--- src/rtl/posit8_pkg.sv ---
// Shared posit<8,0> types, constants and decode/encode helpers used by the adder.
package posit8_pkg;
  localparam int POSIT8_W = 8;
  typedef logic [POSIT8_W-1:0] posit8_t;

  localparam posit8_t POSIT8_NAR  = 8'h80;
  localparam posit8_t POSIT8_ZERO = 8'h00;
  localparam posit8_t POSIT8_ONE  = 8'h40;

  // Decoded operand: value = (-1)^sgn * 2^sc * sig/32, sig carries the hidden one.
  typedef struct packed {
    logic              nar;
    logic              zero;
    logic              sgn;
    logic signed [4:0] sc;
    logic [5:0]        sig;
  } posit8_dec_t;

  function automatic posit8_dec_t posit8_decode(input posit8_t x);
    posit8_dec_t d;
    logic [6:0]  v;
    logic [2:0]  m;
    logic        done;
    d      = '0;
    d.nar  = (x == POSIT8_NAR);
    d.zero = (x == POSIT8_ZERO);
    d.sgn  = x[7];
    v      = 7'(x[7] ? -x : x);
    m      = 3'd1;
    done   = 1'b0;
    for (int i = 5; i >= 0; i--) begin
      if (!done && v[i] == v[6]) m = m + 3'd1;
      else done = 1'b1;
    end
    d.sc  = v[6] ? $signed({2'b00, m}) - 5'sd1 : -$signed({2'b00, m});
    // Fraction follows the regime run and its terminator.
    d.sig = {1'b1, 5'(v[4:0] << (m - 3'd1))};
    return d;
  endfunction

  // Round-to-nearest-even encode; out-of-range scales saturate to maxpos/minpos.
  function automatic posit8_t posit8_encode(input logic sgn, input logic signed [6:0] sc,
                                            input logic [12:0] frac, input logic st);
    logic [19:0] w;
    logic [3:0]  len;
    logic [6:0]  pos;
    logic        g, s;
    w = '0; len = '0; pos = '0; g = 1'b0; s = 1'b0;
    if (sc >= 7'sd6) pos = 7'h7F;
    else if (sc < -7'sd6) pos = 7'h01;
    else begin
      if (sc >= 7'sd0) begin
        len = 4'(sc) + 4'd2;
        w   = ~(20'hFFFFF >> (len - 4'd1));
      end else begin
        len = 4'(-sc) + 4'd1;
        w   = 20'h80000 >> (len - 4'd1);
      end
      w   = w | ({frac, 7'b0} >> len);
      pos = w[19:13];
      g   = w[12];
      s   = (|w[11:0]) | st;
      if (g && (s || pos[0])) pos = pos + 7'd1;
    end
    return sgn ? 8'(-{1'b0, pos}) : {1'b0, pos};
  endfunction
endpackage

--- src/rtl/posit_adder_8bit.sv ---
// Combinational posit<8,0> adder: align, add/subtract magnitudes, normalize, round.
module posit_adder_8bit
  import posit8_pkg::*;
(
  input  posit8_t i_a,
  input  posit8_t i_b,
  output posit8_t o_sum
);
  posit8_dec_t       w_a, w_b;
  logic              w_swap, w_big_sgn, w_sml_sgn;
  logic signed [4:0] w_big_sc, w_sml_sc;
  logic [5:0]        w_big_sig, w_sml_sig;
  logic [4:0]        w_dsh;
  logic [27:0]       w_shb;
  logic [14:0]       w_ma, w_mb, w_n;
  logic [15:0]       w_sum;
  logic [3:0]        w_p;
  logic signed [6:0] w_rs;

  always_comb begin
    w_a       = posit8_decode(i_a);
    w_b       = posit8_decode(i_b);
    w_swap    = ($signed(w_b.sc) > $signed(w_a.sc)) || (w_b.sc == w_a.sc && w_b.sig > w_a.sig);
    w_big_sgn = w_swap ? w_b.sgn : w_a.sgn;
    w_big_sc  = w_swap ? w_b.sc  : w_a.sc;
    w_big_sig = w_swap ? w_b.sig : w_a.sig;
    w_sml_sgn = w_swap ? w_a.sgn : w_b.sgn;
    w_sml_sc  = w_swap ? w_a.sc  : w_b.sc;
    w_sml_sig = w_swap ? w_a.sig : w_b.sig;
    w_dsh     = $unsigned(w_big_sc - w_sml_sc);
    w_shb     = {w_sml_sig, 22'b0} >> w_dsh;
    // Eight guard bits plus a sticky LSB keep rounding exact for a 5-bit fraction.
    w_ma      = {w_big_sig, 9'b0};
    w_mb      = {w_shb[27:14], |w_shb[13:0]};
    w_sum     = (w_big_sgn == w_sml_sgn) ? {1'b0, w_ma} + {1'b0, w_mb}
                                         : {1'b0, w_ma} - {1'b0, w_mb};
    w_p = '0;
    for (int i = 0; i < 16; i++) if (w_sum[i]) w_p = 4'(i);
    w_rs = $signed({{2{w_big_sc[4]}}, w_big_sc}) + $signed({3'b000, w_p}) - 7'sd14;
    w_n  = 15'(w_sum << (4'd15 - w_p));

    o_sum = posit8_encode(w_big_sgn, w_rs, w_n[14:2], |w_n[1:0]);
    if (w_a.nar || w_b.nar) o_sum = POSIT8_NAR;
    else if (w_a.zero)      o_sum = i_b;
    else if (w_b.zero)      o_sum = i_a;
    else if (w_sum == '0)   o_sum = POSIT8_ZERO;
  end
endmodule

--- src/rtl/posit_rr_arbiter.sv ---
// Stateless round-robin picker: first requester at or above i_ptr, wrapping modulo NREQ.
module posit_rr_arbiter #(
  parameter int NREQ = 4,
  parameter int ID_W = 2
) (
  input  logic [NREQ-1:0] i_req,
  input  logic [ID_W-1:0] i_ptr,
  output logic [NREQ-1:0] o_gnt_oh,
  output logic [ID_W-1:0] o_gnt_idx,
  output logic            o_any
);
  int w_idx;

  always_comb begin
    o_gnt_oh  = '0;
    o_gnt_idx = '0;
    o_any     = 1'b0;
    w_idx     = 0;
    for (int k = 0; k < NREQ; k++) begin
      w_idx = int'(i_ptr) + k;
      if (w_idx >= NREQ) w_idx = w_idx - NREQ;
      if (!o_any && i_req[w_idx]) begin
        o_any            = 1'b1;
        o_gnt_oh[w_idx]  = 1'b1;
        o_gnt_idx        = ID_W'(w_idx);
      end
    end
  end
endmodule

--- src/rtl/posit_adder_arbiter_8bit.sv ---
// Round-robin shared posit adder: operand register, then registered sum tagged with requester id.
// Optional POSIT_ARB_STATS_EN adds saturating per-requester accept counters on grant_count.
module posit_adder_arbiter_8bit
  import posit8_pkg::*;
#(
  parameter int NREQ = 4,
  parameter int ID_W = 2
) (
  input  logic                          clk,
  input  logic                          rst,
  input  logic [NREQ-1:0]               req_valid,
  output logic [NREQ-1:0]               req_ready,
  input  logic [NREQ-1:0][POSIT8_W-1:0] req_lhs,
  input  logic [NREQ-1:0][POSIT8_W-1:0] req_rhs,
  output logic                          rsp_valid,
  input  logic                          rsp_ready,
  output logic [POSIT8_W-1:0]           rsp_result,
  output logic [ID_W-1:0]               rsp_id,
  output logic                          busy
`ifdef POSIT_ARB_STATS_EN
  , output logic [NREQ-1:0][15:0]       grant_count
`endif
);
  logic            r_op_valid, r_rsp_valid;
  posit8_t         r_op_lhs, r_op_rhs, r_rsp_result;
  logic [ID_W-1:0] r_op_id, r_rsp_id, r_ptr;
  logic [NREQ-1:0] w_gnt_oh;
  logic [ID_W-1:0] w_gnt_idx, w_ptr_nxt;
  logic            w_any, w_s1_adv, w_s0_can, w_accept;
  posit8_t         w_sum;

  posit_rr_arbiter #(.NREQ(NREQ), .ID_W(ID_W)) u_arb (
    .i_req     (req_valid),
    .i_ptr     (r_ptr),
    .o_gnt_oh  (w_gnt_oh),
    .o_gnt_idx (w_gnt_idx),
    .o_any     (w_any)
  );

  posit_adder_8bit u_add (
    .i_a   (r_op_lhs),
    .i_b   (r_op_rhs),
    .o_sum (w_sum)
  );

  assign w_s1_adv  = r_op_valid & (~r_rsp_valid | rsp_ready);
  assign w_s0_can  = ~r_op_valid | w_s1_adv;
  // Gate with rst so nothing looks accepted while the pipeline is being cleared.
  assign req_ready = w_gnt_oh & {NREQ{w_s0_can & ~rst}};
  assign w_accept  = w_any & w_s0_can & ~rst;
  assign w_ptr_nxt = (w_gnt_idx == ID_W'(NREQ - 1)) ? '0 : w_gnt_idx + 1'b1;

  always_ff @(posedge clk or posedge rst) begin
    if (rst) begin
      r_op_valid <= 1'b0;
      r_op_lhs   <= '0;
      r_op_rhs   <= '0;
      r_op_id    <= '0;
      r_ptr      <= '0;
    end else if (w_accept) begin
      r_op_valid <= 1'b1;
      r_op_lhs   <= req_lhs[w_gnt_idx];
      r_op_rhs   <= req_rhs[w_gnt_idx];
      r_op_id    <= w_gnt_idx;
      r_ptr      <= w_ptr_nxt;
    end else if (w_s1_adv) begin
      r_op_valid <= 1'b0;
    end
  end

  always_ff @(posedge clk or posedge rst) begin
    if (rst) begin
      r_rsp_valid  <= 1'b0;
      r_rsp_result <= POSIT8_ZERO;
      r_rsp_id     <= '0;
    end else if (w_s1_adv) begin
      r_rsp_valid  <= 1'b1;
      r_rsp_result <= w_sum;
      r_rsp_id     <= r_op_id;
    end else if (rsp_ready) begin
      r_rsp_valid  <= 1'b0;
    end
  end

  assign rsp_valid  = r_rsp_valid;
  assign rsp_result = r_rsp_result;
  assign rsp_id     = r_rsp_id;
  assign busy       = r_op_valid | r_rsp_valid;

`ifdef POSIT_ARB_STATS_EN
  logic [NREQ-1:0][15:0] r_gcnt;

  always_ff @(posedge clk or posedge rst) begin
    if (rst) r_gcnt <= '0;
    else
      for (int i = 0; i < NREQ; i++)
        if (req_ready[i] && req_valid[i] && r_gcnt[i] != 16'hFFFF) r_gcnt[i] <= r_gcnt[i] + 16'd1;
  end

  assign grant_count = r_gcnt;
`endif
endmodule

--- config.mk ---
export PLATFORM = sky130hd
export DESIGN_NAME = posit_adder_arbiter_8bit
export DESIGN_NICKNAME = d
export VERILOG_FILES = /design/src/rtl/posit8_pkg.sv /design/src/rtl/posit_adder_8bit.sv /design/src/rtl/posit_rr_arbiter.sv /design/src/rtl/posit_adder_arbiter_8bit.sv
export SDC_FILE = /design/constraint.sdc
export NUM_CORES = 1
export LEC_CHECK = 0
export ABC_AREA = 1
export CORE_MARGIN = 2
export CORE_UTILIZATION = 45
export CTS_CLUSTER_DIAMETER = 50
export CTS_CLUSTER_SIZE = 16
export DETAILED_ROUTE_END_ITERATION = 10
export PLACE_DENSITY_LB_ADDON = 0.08
export REMOVE_ABC_BUFFERS = 1
export SKIP_CTS_REPAIR_TIMING = 1
export SLEW_MARGIN = 0
export SYNTH_ARGS = -nofsm -noshare
export SYNTH_HDL_FRONTEND = slang
export SYNTH_SLANG_ARGS = --single-unit
--- constraint.sdc ---
create_clock -name clk -period 11.9 [get_ports clk]
set_input_delay 3.57 -clock clk [delete_from_list [all_inputs] [get_ports clk]]
set_output_delay 3.57 -clock clk [all_outputs]
set_load 0.02 [all_outputs]
Word-level counts from Yosys, hierarchy flattened. Index checks and enable logic that the tools add are counted.

Shift-type cells: 7. Equal/unequal tests: 17. Magnitude comparators: 18. Reductions and logical operators: 41. Muxes and demuxes: 107. $add $sub $neg: 39. Bitwise operators: 17.

Operators by type and width (count): 32-bit by 1-bit >= comparator with 1-bit output (second input constant) (4); 32-bit by 4-bit < comparator with 1-bit output (second input constant) (4); 32-bit 2-to-1 mux (4); 32-bit by 4-bit >= comparator with 1-bit output (second input constant) (3); 32-bit by 4-bit subtractor with 32-bit output (second input constant) (3); 20-bit 2-to-1 mux (3); 4-bit 2-to-1 mux (15); 8-bit 2-to-1 mux (7); 3-bit 2-to-1 mux (14); 20-bit by 4-bit >> shifter with 20-bit output (first input constant) (2); 7-bit 2-to-1 mux (5); 1-bit 2-to-1 mux (33); 8-bit binary-select mux with 2-bit select (2); 5-bit 2-to-1 mux (6); 28-bit by 5-bit >> shifter with 28-bit output (1); 3-bit by 1-bit adder with 3-bit output (second input constant) (9); 20-bit NOT (1); 20-bit OR (1); 20-bit by 4-bit >> shifter with 20-bit output (1); 1-bit logical AND (19); 2-bit 2-to-1 mux (9); 15-bit by 15-bit adder with 16-bit output (1); 8-bit == test (second input constant) (2); 16-bit zero test (1); 46 further kinds (96).

Flip-flop bits (word level): 32. Output and inout port bits: 16. Input bits: 71.

Longest topological paths before layout. Gate-level depths: netlist of the first run.

Depth in word-level cells: 66. Depth in mapped cells: 99. Depth with buffers taken out: 95.

Cells and area by module. From an unflattened synthesis of the first run, not the netlist that was laid out.

Cells, all modules: 1495. Area total of the unflattened synthesis: 8772.2 µm².

Modules (own cells, without submodules): posit_adder_8bit (cells each 1083, area an instance 6228.5 µm², times used 1, seq. area each 0.0 µm²); posit_adder_arbiter_8bit (cells each 335, area an instance 2083.2 µm², times used 1, seq. area each 800.8 µm²); posit_rr_arbiter (cells each 77, area an instance 460.4 µm², times used 1, seq. area each 0.0 µm²).

Least setup slack after synthesis of the first run. OpenSTA, ideal clock, no wires.

Path type: register -> register. Start point: reg r_op_rhs[0]. End point: reg r_rsp_result[6] (netlist: rsp_result[6]). Cell stages (with the launch flop): 84. Clock period less this slack: 10.938 ns. Library setup time: 0.065 ns. Required time: 11.835 ns. Arrival time: 10.874 ns. Slack: 0.962 ns. Path through: dfrtp_1 -> inv_2 -> ha_1 -> inv_1 -> nor2_2 -> nand3_2 -> nand2_2 -> nand2_4 -> nand2_4 -> buf_12 -> nor2_4 -> nor2_8 -> nand3_2 -> nand2_4 -> nand2_4 -> ha_1 -> ha_1 -> inv_1 -> [48 not listed] -> a221oi_1 -> nand2_1 -> a21oi_1 -> nand2_1 -> nor2_4 -> nand2_4 -> nand2_4 -> o21ai_1 -> nor2_2 -> ha_1 -> nand2_1 -> o21ai_2 -> nand2_1 -> nand2_1 -> nand2_1 -> o21ai_1 -> nand2_1 -> nand2_1.

Longest elaborated chain between the ends: 66.

RTL lines: from (decl) (line posit_adder_arbiter_8bit.sv:25) `posit8_t r_op_lhs, r_op_rhs, r_rsp_result;`; from (signal assigned) (line posit_adder_arbiter_8bit.sv:63) `r_op_rhs <= req_rhs[w_gnt_idx];`; parallel branches: the longest is 65 deep, another holds 7-bit negation; 8-bit 2-to-1 mux * (line posit_adder_8bit.sv:43) `if (w_a.nar || w_b.nar) o_sum = POSIT8_NAR;`; to (signal assigned) (line posit_adder_arbiter_8bit.sv:78) `r_rsp_result <= w_sum;`; to (decl) (line posit_adder_arbiter_8bit.sv:25).

Mark *: on every way between the ends. The select of a mux whose other input is x is not followed. A chain may end at the register's enable or synchronous reset.

Worst setup path after layout of the first run. Same ends and word-level chain as after synthesis.

==> flow_metrics.tcl, run 1 <==
set metrics [dict create \
    status "completed" \
    yosys_warnings 0 \
    grt_pass1_vias 8445 \
    cp_num_buf_inv 10 \
    synth-seq-cells 32 \
    die_w_um 140 \
    tightest_slew_ns 1.05 \
    clock_tree.root_cell "clkbuf_16" \
    hold-path-endpoint "rsp_result[5]" \
    r2r_setup_slack_ns 0.65 \
    firstDrtPassIters 6 \
    wl_mm 23.4 \
    rr_endpoint "rsp_result[6]" \
    worst_ep_arrival_time_ns 11.47 \
    detail-route-antenna-nets 0 \
    finalCriticalPeriod_ns 11.25 \
    cp.required_ns 12.12 \
    hp-start "rsp_result[5]" \
    cts_tree "yes" \
    synth_edf_count 0 \
    diodes 0 \
    synth.distinct_cells 68 \
    synth_area_leaders "nand2_1, nand3_1, dfrtp_1, ha_1, inv_1" \
    grt_pass1_wl_mm 39.4 \
    drt_iter0_drc 545 \
    rows 49 \
    wl_met2_mm 11.3 \
    vias 9232 \
    top_layer "met4" \
    wl_per_cell_um 13.6 \
    whs_path_depth 2 \
    cp_common_cell "nand2_1" \
    yosysSeqAreaShare 0.0963 \
    syn_area_per_cell_um2 6.00 \
    grt_max_degree 51 \
    finClkSkew_ns 0.00776 \
    place_inst 1678 \
    gr-total-overflow 0 \
    clockBufferDepth 2 \
    stdcell_count 1719 \
    postSynthCellCount 1386 \
    area_delta_synth_final_pct 20.8 \
    report.final.slew_viol_count 0 \
    finalCritPeriodShare 0.946 \
    synth_top_area_frac 0.169 \
    cts.sinks 32 \
    max_freq_ghz 0.0889 \
    path_class "reg -> reg" \
    io_pins 87 \
    port-buffer-count 86 \
    drt-met1-wl_mm 10.6 \
    start_util 0.461 \
    critPathCaptureType "flop" \
    fin_tns_setup_ns 0 \
    antenna_found_initial 0 \
    finalSetupViolations 0 \
    drive_gt1_frac 0.189 \
    core_area_um2 18000 \
    max_cap_violations 0 \
    final_nets 1617 \
    viasPerCell 5.37 \
    gp_congestion 0.918 \
    wl_met3_mm 1.14 \
    r2r-start "r_op_rhs[0]" \
    hp-class "reg -> reg" \
    final_hold_viol_count 0 \
    worstRegToRegCells 81 \
    cts_buffers 5 \
    die_h_um 140 \
    dieArea_um2 19600 \
    cp_max_fo 10 \
    slowest_delay_ns 0.60 \
    start_kind "flop" \
    crit_path_start "r_op_rhs[0]" \
    crit_family "simple AND/OR/NAND/NOR gates" \
    critPathSlowestCell "fa_2" \
    clk_latency_ns 0.28 \
    yosysTopAreaCell "nand2_1" \
    grt_usage 0.233 \
    cts.clk_slew.worst_paths_ns 0.05 \
    netlist_area_um2 8310 \
    async_reset_ff_frac 1.00 \
    drc 0 \
    hpwl_mm 18.7 \
    synth_ff_type "dfrtp_1" \
    relSlewSlack 0.296 \
    htree_levels 2 \
]
[cell usage after synthesis, types with 4 or more instances]
| master | n |
|---|---|
| o31ai_1 | 5 |
| nand2_2 | 40 |
| inv_1 | 159 |
| nor2_4 | 8 |
| clkbuf_1 | 11 |
| clkbuf_4 | 4 |
| o21ai_0 | 71 |
| o22ai_1 | 20 |
| ha_1 | 55 |
| nor2_2 | 8 |
| nand3_1 | 205 |
| nand2_4 | 15 |
| xnor2_1 | 5 |
| o211ai_1 | 7 |
| clkinv_1 | 4 |
| nor2_1 | 99 |
| o21ai_2 | 5 |
| buf_6 | 9 |
| nand3_4 | 5 |
| nand2_1 | 375 |
| xor2_1 | 20 |
| dfrtp_1 | 32 |
| xor2_2 | 6 |
| inv_2 | 27 |
| a21oi_1 | 35 |
| nor3_1 | 4 |
| nand4_1 | 27 |
| a31oi_1 | 5 |
| buf_4 | 8 |
| mux2_2 | 16 |
| nor4_1 | 4 |
| o21ai_1 | 23 |
| nand3_2 | 14 |
[cells in the final DEF (no fill, tap or decap), types with 31 or more instances in the layout]
master	count
o21ai_0	70
dfrtp_1	31
nand3_1	199
inv_1	151
buf_4	39
nor2_1	94
clkdlybuf4s50_1	86
a21oi_1	32
ha_1	46
nand2_2	44
nand2_1	370
[metal layers]
| metal | vias to the layer above | track usage |
|---|---|---|
| met5 | - | 0 |
| met4 | 0 | 0.0537 |
| met3 | 24 | 0.0164 |
| met2 | 309 | 0.409 |
| met1 | 4129 | 0.312 |
| li1 | 4770 | - |
[tightest hold or removal path: stages (launching register included)]
cell	delay (ns)
dfrtp_1	0.34
nand2_1	0.05
nand2_1	0.06
[worst max path at each step]
stage | end | depth (start not counted)
after global routing | rsp_result[6] | 86
final | rsp_result[6] | 81
after global placement | rsp_result[6] | 76
after detailed placement | rsp_result[6] | 76
after floorplan | rsp_result[6] | 86
after CTS | rsp_result[6] | 76
[state kept, by name, summed over array words and instances (netlist names), named ones only]
name / cells
r_op_id: 2
r_op_rhs: 8
rsp_id: 2
rsp_valid: 1
r_op_lhs: 8
rsp_result: 8
r_op_valid: 1
r_ptr: 1
[area by class of cell]
| class | count | area, µm² |
|---|---|---|
| inverters | 192 | 757 |
| repair inverters | 3 | 20.0 |
| flip-flops and latches | 32 | 802 |
| well taps | 229 | 287 |
| clock inverters | 2 | 35.0 |
| clock buffers | 6 | 129 |
| fillers | 1844 | 7980 |
| repair buffers | 130 | 1200 |
| multi-input cells | 1125 | 6810 |
[kinds of logic (layout without fill, tap and decap cells)]
| kind of cell | after synthesis | in the layout | synth area share |
|---|---|---|---|
| AND/OR/NAND/NOR | 824 | 826 | 0.488 |
| AO/OA/AOI/OAI | 195 | 195 | 0.140 |
| adder cells (fa/ha/maj) | 57 | 57 | 0.0876 |
| flip-flops | 32 | 32 | 0.0963 |
| multiplexers | 16 | 16 | 0.0217 |
| buffers and inverters | 231 | 333 | 0.128 |
| XOR/XNOR | 31 | 31 | 0.0381 |
[per-stage QoR]
step	setup WS (ns)	hold WS, ns	cell area (µm²)	utilization
final	0.647	0.478	10000	0.557
after global routing	-0.0744	0.521	10000	0.557
after CTS	-0.183	0.487	9430	0.523
after detailed placement	-0.159	0.464	9270	0.514
after global placement	-0.106	0.477	9270	0.514
after floorplan	0.121	0.502	7990	-
Power of run 1 is not shown: default switching activity piles up to over one toggle a cycle in this logic, so the estimate is an artifact.
==> run 2, diff against run 1 <==
Settings changed: REMOVE_ABC_BUFFERS 1 to unset, SLEW_MARGIN 0 to 20.
==> run 2 against run 1 <==
  * Sequential share of layout area fell by 0.11 points
  * Routed wire length grew 0.32%
  * Global-route usage shrank 0.19 points
  * Clock skew is essentially flat
  * Hold slack improved by 0.0043 ns
  * Clock-buffer cell count did not move
  * Setup slack gained 0.15 ns
  * Fmax grew 1.3%
  * Die area unchanged
  * Critical endpoint unchanged
  * Largest cell class unchanged
==> flow_metrics.tcl, run 2 (synthesis gave the netlist of run 1 again) <==
set metrics [dict create \
    final_nets 1626 \
    finClkSkew_ns 0.00819 \
    final_hold_viol_count 0 \
    fin_tns_setup_ns 0 \
    grt_usage 0.231 \
    report.final.slew_viol_count 0 \
    tightest_slew_ns 0.943 \
    max_cap_violations 0 \
    clockBufferDepth 2 \
    core_area_um2 18000 \
    rr_endpoint "rsp_result[6]" \
    gp_congestion 0.884 \
    finalCriticalPeriod_ns 11.11 \
    cp_common_cell "nand2_1" \
    place_inst 1679 \
    critPathCapture "rsp_result[6]" \
    whs_ns 0.482 \
    gr-total-overflow 0 \
    antenna_found_initial 0 \
    cp_max_fo 12 \
    fill_cells 1824 \
    vias 8997 \
    start_util 0.461 \
    final_cell_mix "nand2_1, nand3_1, inv_1, nor2_1, clkdlybuf4s50_1" \
    wl_met2_mm 11.3 \
    area_delta_synth_final_pct 22.5 \
    worstRegToRegCells 83 \
    drive_gt1_frac 0.193 \
    dieArea_um2 19600 \
    hpwl_mm 18.8 \
    worst_ep_arrival_time_ns 11.33 \
    final_common_cell "nand2_1" \
    top_layer "met4" \
    drt_iter0_drc 493 \
    grt_max_degree 51 \
    stdcell_count 1728 \
    viasPerCell 5.21 \
    relSlewSlack 0.367 \
    wl_met3_um 880 \
    crit_path_start "r_op_rhs[1]" \
    port-buffer-count 86 \
    r2r-start "r_op_rhs[1]" \
    synth_nets 1514 \
    detail-route-antenna-nets 0 \
    cts.sinks 32 \
    r2r_setup_slack_ns 0.79 \
    critPathSlowestCell "fa_2" \
    grt_pass1_wl_mm 38.7 \
    status "completed" \
    drc 0 \
    rows 49 \
    path_class "reg -> reg" \
    cts_tree "yes" \
    cts.clk_slew.worst_paths_ns 0.06 \
    hp-class "reg -> reg" \
    firstDrtPassIters 6 \
    finalSetupViolations 0 \
    max_freq_ghz 0.0900 \
    die_h_um 140 \
    finalCritPeriodShare 0.933 \
    grt_pass1_vias 8335 \
    clock_tree.root_cell "clkbuf_16" \
    start_kind "flop" \
    htree_levels 2 \
    final_core_util 0.565 \
    wl_per_cell_um 13.6 \
    critPathCaptureType "flop" \
    slowest_delay_ns 0.60 \
    wl_mm 23.5 \
    die_w_um 140 \
    drt-met1-wl_mm 10.9 \
    diodes 0 \
    cts_buffers 5 \
    io_pins 87 \
    cp.required_ns 12.12 \
    clk_latency_ns 0.28 \
]
-- run 2: area by class of cell --
type	instances	area, µm²	share of cell area
Timing Repair inverter	1	7.51	0.000737
Clock buffer	6	129	0.0127
Clock inverter	2	35.0	0.00344
Timing Repair Buffer	140	1290	0.127
Tap cell	229	287	0.0281
Inverter	192	758	0.0745
Multi-Input combinational cell	1126	6880	0.675
Sequential cell	32	802	0.0788
-- run 2: worst min path at each step --
stage,from,to,slack [ns],depth (start not counted)
detailed placement,rsp_result[2],rsp_result[2],0.47,2
finish,rsp_result[0],rsp_result[0],0.48,2
global route,rsp_result[3],rsp_result[3],0.51,2
global placement,rsp_result[3],rsp_result[3],0.47,2
CTS,rsp_result[0],rsp_result[0],0.49,2
floorplan,r_op_id[0],rsp_id[0],0.50,2
-- run 2: worst max-delay path: cells and delay by family (launching register included) --
kind	cells	cell delay (ns)
and+or+nand+nor	48	5.03
adders and majority gates	11	2.71
AOI/OAI and AO/OA	10	1.41
buffers and inverters	11	0.93
xor gates and xnor gates	3	0.59
DFF	1	0.39
-- run 2: routing by layer --
layer	track usage	up-vias
met1	0.303	3968
met5	0	-
met3	0.0232	32
met4	0.0563	0
li1	-	4795
met2	0.408	202
-- run 2: metrics by stage --
stage | setup slack [ns] | cell area (µm²)
3_3_place_gp | -0.166 | 9280
5_1_grt | -0.135 | 10200
2_1_floorplan | 0.962 | 8310
4_1_cts | -0.317 | 9440
6_report | 0.793 | 10200
3_5_place_dp | -0.239 | 9280
Power of run 2 is left out for the same reason.
==> run 3, diff against run 2 <==
Clock period 11.9 ns to 10.09 ns, I/O delays scaled along.
==> run 3 against run 2 <==
  * The flow now finishes with violations (setup timing)
  * Final area rose by 19%
  * First-iteration DRC count rose by 14%
  * Clock skew fell by 0.0021 ns
  * Register-to-register slack got worse by 1.0 ns
  * Critical endpoint unchanged
  * Hold slack got worse by 0.0025 ns
  * Non-clock buffer count rose by 212
  * Largest cell class unchanged
  * Fmax rose by 7.4%
  * Routed wire length rose by 7.3%
==> flow_metrics.tcl, run 3 (synthesis gave the netlist of run 1 again) <==
set metrics [dict create \
    die_w_um 140 \
    final_common_cell "nand2_1" \
    top_layer "met4" \
    dieArea_um2 19600 \
    grt_usage 0.243 \
    area_delta_synth_final_pct 45.6 \
    path_class "reg -> reg" \
    wl_met3_um 819 \
    clock_tree.root_cell "clkbuf_16" \
    wl_met2_mm 12.4 \
    drt_iter0_drc 561 \
    start_util 0.461 \
    io_pins 87 \
    grt_pass1_wl_mm 40.8 \
    rows 49 \
    gr-total-overflow 0 \
    hpwl_mm 20.3 \
    wl_mm 25.2 \
    drive_gt1_frac 0.326 \
    cts_tree "yes" \
    port-buffer-count 86 \
    whs_ns 0.480 \
    finalCritPeriodShare 1.02 \
    report.final.slew_viol_count 0 \
    diodes 0 \
    clk_latency_ns 0.28 \
    post-route-cell-area_um2 12100 \
    grt_max_degree 51 \
    firstDrtPassIters 5 \
    final_core_util 0.672 \
    final_nets 1835 \
    detail-route-antenna-nets 0 \
    worst_ep_arrival_time_ns 10.56 \
    rsz0062_at_grt "true" \
    violations "setup timing" \
    drt-met1-wl_mm 11.6 \
    preCtsSetupSlack_ns -0.425 \
    status "finished with violations" \
    grt_pass1_vias 9165 \
    cp_max_fo 8 \
    htree_levels 2 \
    finClkSkew_ns 0.00613 \
    worst_slack_ns -0.248 \
    crit_family "simple AND/OR/NAND/NOR gates" \
    synth_nets 1514 \
    gp_congestion 0.862 \
    hp-class "reg -> reg" \
    placed_area_um2 11100 \
    drc 0 \
    final_hold_viol_count 0 \
    start_kind "flop" \
    max_cap_violations 0 \
    cts.clk_slew.worst_paths_ns 0.05 \
    cp.required_ns 10.31 \
    cts_buffers 5 \
    core_area_um2 18000 \
    die_h_um 140 \
    cp_common_cell "nand2_1" \
    finalCriticalPeriod_ns 10.34 \
    slowest_delay_ns 0.57 \
    max_freq_ghz 0.0967 \
    finalSetupViolations 7 \
    cp_num_buf_inv 12 \
    critPathSlowestCell "fa_2" \
    critPathCaptureType "flop" \
    tightest_slew_ns 0.946 \
    final_cell_mix "nand2_1, buf_4, nand3_1, inv_1, nor2_1" \
    relSlewSlack 0.365 \
    vias 9963 \
    wl_per_cell_um 13.0 \
    cts.sinks 32 \
    antenna_found_initial 0 \
    viasPerCell 5.14 \
    clockBufferDepth 2 \
]
[run 3: cell types whose count changed in the layout (fill, tap and decap cells not counted), sizes merged]
cell / previous run / this run
buf: 53 / 266
clkbuf: 7 / 5
clkinv: 5 / 7
clkinvlp: 5 / 1
inv: 184 / 186
nand2: 436 / 434
[run 3: final timing paths]
path                                       to  slack (ns)           from  depth (start not counted)
max in group asynchronous         r_op_lhs[7]        6.64            rst                          3
worst max-delay path            rsp_result[6]       -0.25    r_op_rhs[1]                         84
worst min register to register  rsp_result[3]        0.48  rsp_result[3]                          2
worst min-delay path            rsp_result[3]        0.48  rsp_result[3]                          2
min in group asynchronous          r_op_valid        3.13            rst                          3
worst max register to register  rsp_result[6]       -0.25    r_op_rhs[1]                         84
[run 3: per-layer routing]
layer / track usage / vias up
met1: 0.321 / 4490
met4: 0.0442 / 0
met3: 0.0133 / 30
met2: 0.441 / 225
li1: - / 5218
met5: 0 / -
[run 3: stage by stage]
step           setup TNS, ns  instances
5_1_grt                -6.59       1937
2_1_floorplan          -1.08       1386
6_report               -1.37       1937
4_1_cts                -2.89       1905
3_5_place_dp           -2.36       1897
3_3_place_gp          -0.668       1897
[run 3: final cells by class]
class | instances | area (µm²)
clock buffers | 5 | 125
clock inverters | 3 | 42.5
fillers | 1671 | 5920
inverters | 192 | 761
multi-input cells | 1124 | 7170
flip-flops and latches | 32 | 802
well taps | 229 | 287
repair buffers | 352 | 2920
[run 3: worst reg2reg max path, delay by kind of cell, from the launching register on]
family	cells	cell delay, ns
flops	1	0.38
buf+inv	12	0.97
fa+ha+maj	10	2.36
simple gates	48	4.74
compound gates	11	1.36
xor+xnor	3	0.47
Power of run 3 is left out for the same reason.
